$ cat config.mk
export PLATFORM = sky130hd
export DESIGN_NAME = avalonst_downsizer
export DESIGN_NICKNAME = d
export VERILOG_FILES = /design/src/rtl/avalonst_downsizer.sv
export SDC_FILE = /design/constraint.sdc
export NUM_CORES = 1
export LEC_CHECK = 0
export CORE_MARGIN = 4
export CORE_UTILIZATION = 40
export DETAILED_ROUTE_END_ITERATION = 8
export PLACE_DENSITY_LB_ADDON = 0.1
export SLEW_MARGIN = 10
export SYNTH_ARGS = -nofsm -noshare
export SYNTH_HDL_FRONTEND = slang
export SYNTH_SLANG_ARGS = --single-unit
$ cat constraint.sdc
create_clock -name i_clk -period 68.9 [get_ports i_clk]
set_clock_uncertainty 0.15 [all_clocks]
set_input_delay 20.67 -clock i_clk [delete_from_list [all_inputs] [get_ports i_clk]]
set_output_delay 20.67 -clock i_clk [all_outputs]
set_load 0.1 [all_outputs]
$ cat src/rtl/avalonst_downsizer.sv
// Splits each wide Avalon-ST word into RATIO narrow beats, LSB slice first.
// Latency: beat 0 is presented the cycle after the wide word is accepted.
// Backpressure: the sink stalls until the last beat leaves; that beat and the next word may transfer together.
module avalonst_downsizer #(
    parameter int IN_WIDTH  = 512,
    parameter int OUT_WIDTH = 64
) (
    input  logic                 i_clk,
    input  logic                 i_rst_n,
    input  logic                 i_snk_vld,
    input  logic [IN_WIDTH-1:0]  i_snk_data,
    output logic                 o_snk_rdy,
    output logic                 o_src_vld,
    output logic [OUT_WIDTH-1:0] o_src_data,
    input  logic                 i_src_rdy,
    output logic                 o_busy
);

    localparam int RATIO = IN_WIDTH / OUT_WIDTH;
    localparam int CNT_W = (RATIO > 1) ? $clog2(RATIO) : 1;
    localparam logic [CNT_W-1:0] LAST_BEAT = CNT_W'(RATIO - 1);

    generate
        if ((IN_WIDTH % OUT_WIDTH) != 0 || RATIO < 2) begin : g_bad_ratio
            $error("avalonst_downsizer: IN_WIDTH must be an integer multiple (>=2) of OUT_WIDTH");
        end
    endgenerate

    typedef enum logic {
        EMPTY     = 1'b0,
        SERIALIZE = 1'b1
    } state_t;

    state_t                            state;
    logic [CNT_W-1:0]                  cnt;
    logic [RATIO-1:0][OUT_WIDTH-1:0]   hold;
    logic                              last_beat;
    logic                              snk_xfer;
    logic                              src_xfer;

    assign last_beat  = (cnt == LAST_BEAT);
    assign o_src_vld  = (state == SERIALIZE);
    assign o_busy     = (state == SERIALIZE);
    assign o_src_data = hold[cnt];
    // Only path from i_src_rdy to o_snk_rdy: lets the last beat and the next word overlap.
    assign o_snk_rdy  = (state == EMPTY) || (last_beat && i_src_rdy);
    assign snk_xfer   = i_snk_vld && o_snk_rdy;
    assign src_xfer   = o_src_vld && i_src_rdy;

    always_ff @(posedge i_clk or negedge i_rst_n) begin
        if (!i_rst_n) begin
            state <= EMPTY;
            cnt   <= '0;
        end else begin
            case (state)
                EMPTY: begin
                    if (snk_xfer) begin
                        state <= SERIALIZE;
                        cnt   <= '0;
                    end
                end
                SERIALIZE: begin
                    if (src_xfer) begin
                        if (last_beat) begin
                            cnt   <= '0;
                            state <= snk_xfer ? SERIALIZE : EMPTY;
                        end else begin
                            cnt <= cnt + CNT_W'(1);
                        end
                    end
                end
                default: begin
                    state <= EMPTY;
                    cnt   <= '0;
                end
            endcase
        end
    end

    // Payload needs no reset: it is only observed while o_src_vld is high.
    always_ff @(posedge i_clk) begin
        if (snk_xfer) begin
            hold <= i_snk_data;
        end
    end

endmodule

==> flow_metrics.tcl <==
set metrics [dict create \
    die_x_um 228 \
    ys_ff_latch 516 \
    num_rows 80 \
    p_leak_nw 8.93 \
    whs_ns 0.496 \
    cellInternalPower_mw 0.666 \
    layout-drive-gt1-share_pct 19.6 \
    clock_path_buffers 3 \
    cts_hold_buf 0 \
    min_period_ns 43.54 \
    pwr-share-clk_pct 26.8 \
    holdPathStages 2 \
    boundaryPins 583 \
    viasPerCell 4.98 \
    wl_per_cell_um 25.1 \
    relSlewSlack_pct 21.8 \
    max_stage_delay_ns 0.98 \
    total_power_mw 1.05 \
    clock_sinks 516 \
    gr-usage-all-layers_pct 19.3 \
    die_h_um 228 \
    dieArea_um2 52100 \
    port_buffers 582 \
    setup_viol 0 \
    synth.net_count 1277 \
    cap_violations 0 \
    p_seq_share_pct 36.2 \
    p_sw_share_pct 36.6 \
    regArea_um2 15500 \
    crit_path_cell_trace "clkdlybuf4s50_1 > a21boi_0 > inv_1 > clkdlybuf4s50_1" \
    clk_pin_slew_ns 0.06 \
    rsz0062_at_grt "no" \
    setup_tns_ns 0 \
    fin_util_pct 57.7 \
    vias 10200 \
    hp-class "register to register" \
    final_cells 2041 \
    slew_violations 0 \
    tightest_slew_ns 1.17 \
    synth_top_area_share_pct 79.2 \
    post_cts.repair.setup_buffers 0 \
    cts_resized 0 \
    drc 0 \
    postRouteAntennaNets 0 \
    routed_wirelength_um 51300 \
    arrival_ns 22.72 \
    cpMostUsedCell "clkdlybuf4s50_1" \
    syn_avg_cell_area_um2 25.6 \
    fillers 3611 \
    rr_worst_depth 6 \
    antenna_found_initial 27 \
    syn_inst 759 \
    final.period_utilization_pct 63.2 \
    grt_overflow 0 \
    multi_input_area_um2 3700 \
    dp_hpwl_um 36700 \
    cp-end-kind "primary output" \
    synth_edf_count 512 \
    cts_tree "done" \
    core_um2 47800 \
    ys_top_cells_by_count "512 x edfxtp_1, 128 x mux4_2, 65 x mux2_2" \
    final-hold-violation-count 0 \
    synth-async-reset-ratio_pct 0.775 \
    cp_slowest_cell "clkdlybuf4s50_1" \
    ys.flop_type "edfxtp_1" \
    cts_buffers 54 \
    grt_pass1_vias 11100 \
    dp_cells 1929 \
    synth-seq-area-share_pct 79.7 \
    status "complete, no violations" \
    cp-start-kind "primary input" \
    gp_congestion 0.780 \
    dr.pass1.iters 6 \
    clk_latency_ns 0.59 \
    critPathMaxFanout 4 \
    ys_types 19 \
    start_util_pct 40.6 \
    area_delta_synth_final_pct 42.3 \
    synth_top_cell_by_area "edfxtp_1" \
    final_nets 1888 \
    synth_area_um2 19400 \
    grt_pass1_wl_um 73500 \
    cts_max_level 2 \
    ir_drop_mv 0.0363 \
    grt_max_degree 192 \
    ys_top_cells_by_area "edfxtp_1 79%, mux4_2 15%, mux2_2 3.8%" \
    critPathKind "primary input to primary output" \
    p_sw_mw 0.385 \
    fmax_mhz 23.0 \
    power.share.combinational_pct 37.1 \
    yosysWarnings 0 \
    drtIter0Drc 708 \
    p_per_area_nw_per_um2 38.0 \
    yosysMostFrequentCell "edfxtp_1" \
    crit_required_ns 48.08 \
    cts_root_buf "clkbuf_16" \
]
[logic make-up after synthesis]
| kind of cell | synth area share (%) |
|---|---|
| AOI/OAI and AO/OA | 0.0967 |
| muxes | 18.7 |
| buffers and inverters | 1.28 |
| DFF | 79.7 |
| adders and majority gates | 0.129 |
| and+or+nand+nor | 0.129 |
[final timing paths]
path	start	endpoint	slack [ns]
hold reg to reg	o_busy$_DFF_PN0_	cnt[2]$_DFFE_PN0P_	0.50
min in group asynchronous	i_rst_n	o_busy$_DFF_PN0_	20.14
hold / removal	o_busy$_DFF_PN0_	cnt[2]$_DFFE_PN0P_	0.50
setup / recovery	i_src_rdy	o_snk_rdy	25.36
max in group asynchronous	i_rst_n	cnt[2]$_DFFE_PN0P_	48.25
setup reg to reg	cnt[2]$_DFFE_PN0P_	hold[396]$_DFFE_PP_	64.17
[layer usage]
layer	up-vias	wire [um]	GRT usage, %
met3	95	5160	8.84
met5	-	184	0
li1	4516	-	-
met1	5120	18300	21.3
met2	407	26400	33.3
met4	28	1330	6.53
[cell type report]
| cell class | count | share of cell area [%] |
|---|---|---|
| flip-flops and latches | 516 | 56.1 |
| repair buffers | 591 | 21.4 |
| multi-input cells | 203 | 13.4 |
| clock buffers | 74 | 5.40 |
| well taps | 615 | 2.79 |
| clock inverters | 25 | 0.761 |
| diodes | 13 | 0.118 |
| inverters | 4 | 0.0589 |
[power by group through the flow]
stage          sequential, mW  clock [mW]  combinational (mW)
3_5_place_dp            0.388           0               0.394
4_1_cts                 0.381       0.289               0.395
3_3_place_gp            0.387           0               0.394
5_1_grt                 0.383       0.303               0.404
2_1_floorplan           0.396           0               0.297
6_report                0.380       0.281               0.389
[per-stage QoR]
stage	instance area, um^2	worst slack [ns]
finish	27600	25.36
global route	27600	25.25
CTS	27600	25.38
detailed placement	25900	25.37
global placement	25900	25.47
floorplan	19400	24.11
[cells in the final DEF, fill, tap and decap left out]
cell / synthesis / final
dfrtp_4: 0 / 2
clkbuf_1: 9 / 17
clkinv_1: 0 / 12
a21boi_0: 1 / 1
nand3b_1: 1 / 1
clkbuf_16: 0 / 57
or2_2: 1 / 1
buf_12: 0 / 2
ha_1: 2 / 2
mux2_2: 65 / 65
mux4_2: 128 / 128
nand3_1: 1 / 1
dfrtp_1: 4 / 2
o21ai_0: 1 / 1
edfxtp_1: 512 / 512
buf_4: 3 / 7
bufinv_16: 0 / 4
mux2i_1: 1 / 1
inv_1: 4 / 3
clkdlybuf4s50_1: 0 / 582
diode_2: 0 / 13
clkinv_2: 0 / 10
o22ai_1: 1 / 1
nor2b_4: 0 / 1
[critical path: cells and delay by family]
family          cells  cell delay (ns)
compound gates      1             0.53
buf+inv             3             1.51
[state kept, by name (all words and copies together), names as in the netlist]
signal and flops:
o_busy 1, hold 512, cnt 3
(Power assumes the default switching activity.)
